File: config.mk
export PLATFORM = sky130hd
export DESIGN_NAME = aio_load_chram_ext
export DESIGN_NICKNAME = d
export VERILOG_FILES = /design/src/rtl/aio_load_chram_ext_pkg.sv /design/src/rtl/aio_load_chram_ext_popcnt.sv /design/src/rtl/aio_load_chram_ext.sv
export SDC_FILE = /design/constraint.sdc
export NUM_CORES = 1
export LEC_CHECK = 0
export BUFFER_PORTS_ARGS = -buffer_cell sky130_fd_sc_hd__buf_4
export CORE_MARGIN = 1.5
export CORE_UTILIZATION = 45
export CTS_BUF_LIST = sky130_fd_sc_hd__clkbuf_8 sky130_fd_sc_hd__clkbuf_16
export CTS_CLUSTER_SIZE = 30
export DETAILED_ROUTE_END_ITERATION = 8
export PLACE_DENSITY = 0.72
export SLEW_MARGIN = 10
export SYNTH_ARGS = -nofsm -noshare
export SYNTH_HDL_FRONTEND = slang
export SYNTH_SLANG_ARGS = --single-unit
File: constraint.sdc
create_clock -name sys_clk -period 5.6 [get_ports sys_clk]
set_input_delay 1.12 -clock sys_clk [delete_from_list [all_inputs] [get_ports sys_clk]]
set_output_delay 1.12 -clock sys_clk [all_outputs]
set_load 0.005 [all_outputs]
File: src/rtl/aio_load_chram_ext_pkg.sv
// Shared types and defaults for the AIO channel-RAM loader.
// State encoding, error causes and the default EEPROM layout.
package aio_load_chram_ext_pkg;

  typedef enum logic [2:0] {
    ST_IDLE,
    ST_DATA,
    ST_CHK,
    ST_DONE,
    ST_ERR
  } state_t;

  localparam logic [2:0] ERR_NONE  = 3'd0;
  localparam logic [2:0] ERR_CHK   = 3'd1;
  localparam logic [2:0] ERR_TMO   = 3'd2;
  localparam logic [2:0] ERR_ODD   = 3'd3;
  localparam logic [2:0] ERR_OVF   = 3'd4;
  localparam logic [2:0] ERR_ABORT = 3'd5;

  localparam logic [15:0] DEF_EEP_BASE    = 16'h0800;
  localparam logic [15:0] DEF_EEP_STRIDE  = 16'h1100;
  localparam logic [16:0] DEF_PARA_LEN    = 17'h1100;
  localparam int          DEF_RAM_AW      = 12;
  localparam int          DEF_TIMEOUT_CYC = 4096;

  function automatic logic [15:0] eep_region_addr(
    input logic [15:0] base,
    input logic [15:0] stride,
    input logic [1:0]  region
  );
    return base + stride * {14'd0, region};
  endfunction

endpackage

File: src/rtl/aio_load_chram_ext_popcnt.sv
// Byte popcount used to validate the check nibble.
// Purely combinational, result 0..8.
module aio_chk_popcnt (
  input  logic [7:0] din,
  output logic [3:0] cnt
);

  always_comb begin
    cnt = '0;
    for (int i = 0; i < 8; i++) begin
      cnt = cnt + {3'd0, din[i]};
    end
  end

endmodule

File: src/rtl/aio_load_chram_ext.sv
// AIO channel-RAM loader: streams data/check byte pairs from EEPROM
// and writes the verified data bytes into chram.
module aio_load_chram_ext
  import aio_load_chram_ext_pkg::*;
#(
  parameter logic [15:0] EEP_BASE    = DEF_EEP_BASE,
  parameter logic [15:0] EEP_STRIDE  = DEF_EEP_STRIDE,
  parameter logic [16:0] PARA_LEN    = DEF_PARA_LEN,
  parameter int          RAM_AW      = DEF_RAM_AW,
  parameter int          RAM_STRIDE  = 0,
  parameter bit          CHK_EN      = 1'b1,
  parameter int          TIMEOUT_CYC = DEF_TIMEOUT_CYC
) (
  input  logic              sys_clk,
  input  logic              glbl_rst,
  input  logic              load_chram_en,
  input  logic [1:0]        region_sel,
  output logic              load_chram_done,
  output logic              load_chram_error,
  output logic [2:0]        err_code,
  output logic [RAM_AW:0]   words_loaded,
  output logic              chram_eep_rden,
  output logic [16:0]       chram_eep_length,
  output logic [15:0]       chram_eep_addr,
  input  logic              init_eep_valid,
  input  logic              init_eep_last,
  input  logic [7:0]        init_eep_data,
  output logic              init_chram_wren,
  output logic [RAM_AW-1:0] init_chram_addr,
  output logic [7:0]        init_chram_wdata
);

  localparam int TW = $clog2(TIMEOUT_CYC + 1);
  localparam int WB = RAM_AW + 1;
  localparam logic [TW-1:0]     TMO_LAST  = TW'(TIMEOUT_CYC - 1);
  localparam logic [WB-1:0]     MAX_WORDS = WB'(PARA_LEN >> 1);
  localparam logic [RAM_AW-1:0] STRIDE_W  = RAM_AW'(RAM_STRIDE);

  state_t state_q, state_d;

  logic              en_q;
  logic [1:0]        region_q;
  logic [7:0]        data_q;
  logic [TW-1:0]     tmo_q;
  logic [WB-1:0]     words_q;
  logic [2:0]        err_q, err_d;
  logic [15:0]       eep_addr_q;
  logic [16:0]       eep_len_q;
  logic              wren_q;
  logic [RAM_AW-1:0] waddr_q;
  logic [7:0]        wdata_q;

  logic              start;
  logic              take_data;
  logic              wr;
  logic              busy;
  logic              tmo_hit;
  logic              chk_ok;
  logic [3:0]        pop_cnt;
  logic [RAM_AW-1:0] ram_base;

  aio_chk_popcnt u_popcnt (
    .din (data_q),
    .cnt (pop_cnt)
  );

  assign busy     = (state_q == ST_DATA) || (state_q == ST_CHK);
  assign tmo_hit  = !init_eep_valid && (tmo_q == TMO_LAST);
  assign chk_ok   = !CHK_EN || (init_eep_data[7:4] == pop_cnt);
  assign ram_base = STRIDE_W * RAM_AW'(region_q);

  always_ff @(posedge sys_clk or posedge glbl_rst) begin
    if (glbl_rst) begin
      state_q <= ST_IDLE;
    end else begin
      state_q <= state_d;
    end
  end

  // Abort outranks everything; within CHK the byte verdict outranks timeout.
  always_comb begin
    state_d   = state_q;
    err_d     = err_q;
    start     = 1'b0;
    take_data = 1'b0;
    wr        = 1'b0;
    unique case (state_q)
      ST_IDLE: begin
        if (load_chram_en && !en_q) begin
          start   = 1'b1;
          err_d   = ERR_NONE;
          state_d = ST_DATA;
        end
      end
      ST_DATA: begin
        if (!load_chram_en) begin
          err_d   = ERR_ABORT;
          state_d = ST_ERR;
        end else if (init_eep_valid && init_eep_last) begin
          err_d   = ERR_ODD;
          state_d = ST_ERR;
        end else if (init_eep_valid) begin
          take_data = 1'b1;
          state_d   = ST_CHK;
        end else if (tmo_hit) begin
          err_d   = ERR_TMO;
          state_d = ST_ERR;
        end
      end
      ST_CHK: begin
        if (!load_chram_en) begin
          err_d   = ERR_ABORT;
          state_d = ST_ERR;
        end else if (init_eep_valid && !chk_ok) begin
          err_d   = ERR_CHK;
          state_d = ST_ERR;
        end else if (init_eep_valid && !init_eep_last
                     && words_q == MAX_WORDS) begin
          err_d   = ERR_OVF;
          state_d = ST_ERR;
        end else if (init_eep_valid) begin
          wr      = 1'b1;
          state_d = init_eep_last ? ST_DONE : ST_DATA;
        end else if (tmo_hit) begin
          err_d   = ERR_TMO;
          state_d = ST_ERR;
        end
      end
      ST_DONE: state_d = ST_IDLE;
      ST_ERR:  state_d = ST_IDLE;
      default: state_d = ST_IDLE;
    endcase
  end

  always_ff @(posedge sys_clk or posedge glbl_rst) begin
    if (glbl_rst) begin
      en_q       <= 1'b0;
      region_q   <= '0;
      data_q     <= '0;
      tmo_q      <= '0;
      words_q    <= '0;
      err_q      <= ERR_NONE;
      eep_addr_q <= '0;
      eep_len_q  <= '0;
      wren_q     <= 1'b0;
      waddr_q    <= '0;
      wdata_q    <= '0;
    end else begin
      en_q   <= load_chram_en;
      err_q  <= err_d;
      wren_q <= wr;
      if (start) begin
        region_q   <= region_sel;
        words_q    <= '0;
        eep_addr_q <= eep_region_addr(EEP_BASE, EEP_STRIDE, region_sel);
        eep_len_q  <= PARA_LEN;
      end
      if (take_data) begin
        data_q <= init_eep_data;
      end
      if (start || !busy || init_eep_valid) begin
        tmo_q <= '0;
      end else begin
        tmo_q <= tmo_q + 1'b1;
      end
      if (wr) begin
        waddr_q <= ram_base + words_q[RAM_AW-1:0];
        wdata_q <= data_q;
        words_q <= words_q + 1'b1;
      end
    end
  end

  assign load_chram_done  = (state_q == ST_DONE);
  assign load_chram_error = (state_q == ST_ERR);
  assign err_code         = err_q;
  assign words_loaded     = words_q;
  assign chram_eep_rden   = busy;
  assign chram_eep_length = eep_len_q;
  assign chram_eep_addr   = eep_addr_q;
  assign init_chram_wren  = wren_q;
  assign init_chram_addr  = waddr_q;
  assign init_chram_wdata = wdata_q;

endmodule
==> metrics.txt <==
Syn Inst Count=340; most used flip-flop cell after synthesis=dfrtp_1; Worst-Skew Late Latency=0.34 ns; clk root buf=clkbuf_8; Final Core Density=54.5%; Layout Area Growth over Synthesis=15.5%; vias=2614; post-synthesis sequential area ratio=around 44%; detailed placement HPWL=5.21 mm; clk buf depth=2; max-slew violations=0; post-CTS setup buffer count=0; met2 track demand over resource=27.7%; die area=8780 sq um; Post-synth EDFFs=0; RSZ-0062 raised after global routing=no; Pint=1.05 mW; Setup Skew=0.00709 ns; grt total ovfl=0; pwr dens=roughly 380 nW/um^2; Clock Power Share=between 20% and 30%; vias in the first global route=2498; DR iter-0 viols=165; Rows=32; Period minus WS final=4.06 ns; total track usage=between 15 and 20%; share of power burned in registers=35.6%; Max Cap Viol=0; core area=about 7800 sq um; first-pass GRT wire length=~12 mm; Sw Ratio=36.2%; Post-DRT Antenna Nets=0; Die Y=93.7 microns; initial antenna violation count=0; Yosys cell types=59; met1 Use GR=25.8%; Crit. End Element=flip-flop; worst slack, placed=1.53 ns; chip width=93.7 microns; worst slew pin tran=0.815 ns; Placer Congestion=0.838; initial core utilization=47.2%; # nets final=420; Syn Area/Cell=10.9 sq um; CTS tree=done; DR pass1 iterations=5; Yosys reg bits=65; Clock Sink Count=65; WL/cell=14.7 microns; ys async rst share=100%; Max Fclk=0.246 GHz; # diodes=0; Final Hold Violating Endpoints=0; VDD IR max=0.278 mV; net load switching power=592 uW; Reg clk slew, reported paths=0.07 ns; CP Class=flip-flop to flip-flop; hold slack=0.482 ns; status=finished, final reports clean; Power, Total=1.64 mW; Crit path arrival time=around 4.3 ns; final period utilization=72.5%; H-tree levels=3; vias per cell=5.22; CP required=5.83 ns; final setup fails=0; Top Ports=88; P_leak=2.07 nW; Final WS setup=1.54 ns; TritonCTS Buffers=9; Synthesis Warnings=0; Worst Hold Class=flip-flop to flip-flop; post-cts sizing count=0; setup TNS=0 ns; post-synthesis cell area=3700 sq um; port bufs=61; drt total wl=7.35 mm; crit-path max FO=19; Slew HR=45.7%; GRT met3 Usage=4.37%; Critical Path Source Type=flip-flop; CTS Hold Bufs=0; drt drc=0; largest net degree at the start of global routing=66; layout cells sized above 1=29.8%; Comb pwr share=approximately 40%; grt peak-use layer=met2
-- synth_stat cells, types with 6 or more instances --
| master | number | area share [%] |
|---|---|---|
| dfrtp_1 | 65 | 44 |
| a21oi_1 | 10 | 1.4 |
| buf_4 | 33 | 6.7 |
| nand2_1 | 21 | 2.1 |
| ha_1 | 6 | 2.0 |
| nand4_1 | 6 | 1.0 |
| mux2_2 | 12 | 3.6 |
| nor3_1 | 14 | 1.9 |
| a221o_1 | 8 | 2.2 |
| nor2_1 | 26 | 2.6 |
| mux2_4 | 17 | 6.9 |
| xnor2_1 | 9 | 2.1 |
| inv_1 | 19 | 1.9 |
| xor2_1 | 7 | 1.7 |
| nand3_1 | 12 | 1.6 |
-- worst max-delay path, stage by stage, from the launching register on --
cell	delay, ns
dfrtp_1	0.39
ha_1	0.30
inv_1	0.07
fa_1	0.42
fa_1	0.49
inv_1	0.04
fa_1	0.37
inv_1	0.08
fa_1	0.42
xnor2_1	0.14
nor2_1	0.21
o31ai_4	0.20
nor2_4	0.15
buf_4	0.30
mux2_2	0.37
-- worst paths after layout --
check / start / endpoint / slack [ns] / depth (start not counted)
setup reg to reg: data_q[0] / init_chram_addr[10] / 1.54 / 14
max in group asynchronous: glbl_rst / init_chram_wdata[2] / 4.04 / 3
min in group asynchronous: glbl_rst / tmo_q[9] / 1.02 / 3
hold / removal: tmo_q[0] / tmo_q[0] / 0.48 / 1
hold reg to reg: tmo_q[0] / tmo_q[0] / 0.48 / 1
setup / recovery: data_q[0] / init_chram_addr[10] / 1.54 / 14
-- area by class of cell --
type,instances,area [sq um]
Timing Repair Buffer,64,480
Clock inverter,4,43.8
Inverter,19,71.3
Tap cell,102,128
Clock buffer,11,151
Multi-Input combinational cell,236,1770
Sequential cell,65,1630
Fill cell,716,3570
-- cells in the final DEF, fill, tap and decap left out, types with 7 or more instances in the layout --
master    count
a21oi_1      10
a221o_1       8
buf_4        64
clkbuf_8     11
conb_1       26
dfrtp_1      65
inv_1        19
mux2_2       12
mux2_4       17
nand2_1      21
nand3_1      12
nor2_1       26
nor3_1       14
xnor2_1       9
xor2_1        7
-- state kept, by name, indices dropped and copies added, names as in the netlist --
register and cells:
init_chram_addr 12, tmo_q 13, data_q 8, words_loaded 13, en_q 1, init_chram_wren 1
chram_eep_addr 3, err_code 3, state_q 3, init_chram_wdata 8
-- layer usage --
layer  up-vias  wire [microns]
li1       1254               -
met1      1265            3360
met2        90            3540
met3         5             373
met4         0              76
met5         -               0
-- power by group through the flow --
stage / combinational [mW] / clock, mW / sequential (mW)
CTS: 0.661 / 0.409 / 0.584
global placement: 0.636 / 0 / 0.589
finish: 0.655 / 0.399 / 0.583
floorplan: 0.554 / 0 / 0.568
global route: 0.746 / 0.433 / 0.594
detailed placement: 0.660 / 0 / 0.593
-- stage by stage --
step | cells | instance area [sq um]
global placement | 486 | 4080
finish | 501 | 4280
CTS | 501 | 4280
floorplan | 365 | 3800
detailed placement | 486 | 4080
global route | 501 | 4280
-- logic make-up (layout without fill, tap and decap cells) --
kind of cell,count (synthesis),after routing,synth area share (%)
xor gates and xnor gates,16,16,3.79
adders and majority gates,10,10,4.19
muxes,29,29,10.5
other,1,26,0.101
and+or+nand+nor,110,110,17.3
buffers and inverters,64,98,10.7
AOI/OAI and AO/OA,45,45,9.43
DFF,65,65,43.9
Power figures use the tool's default switching activity.
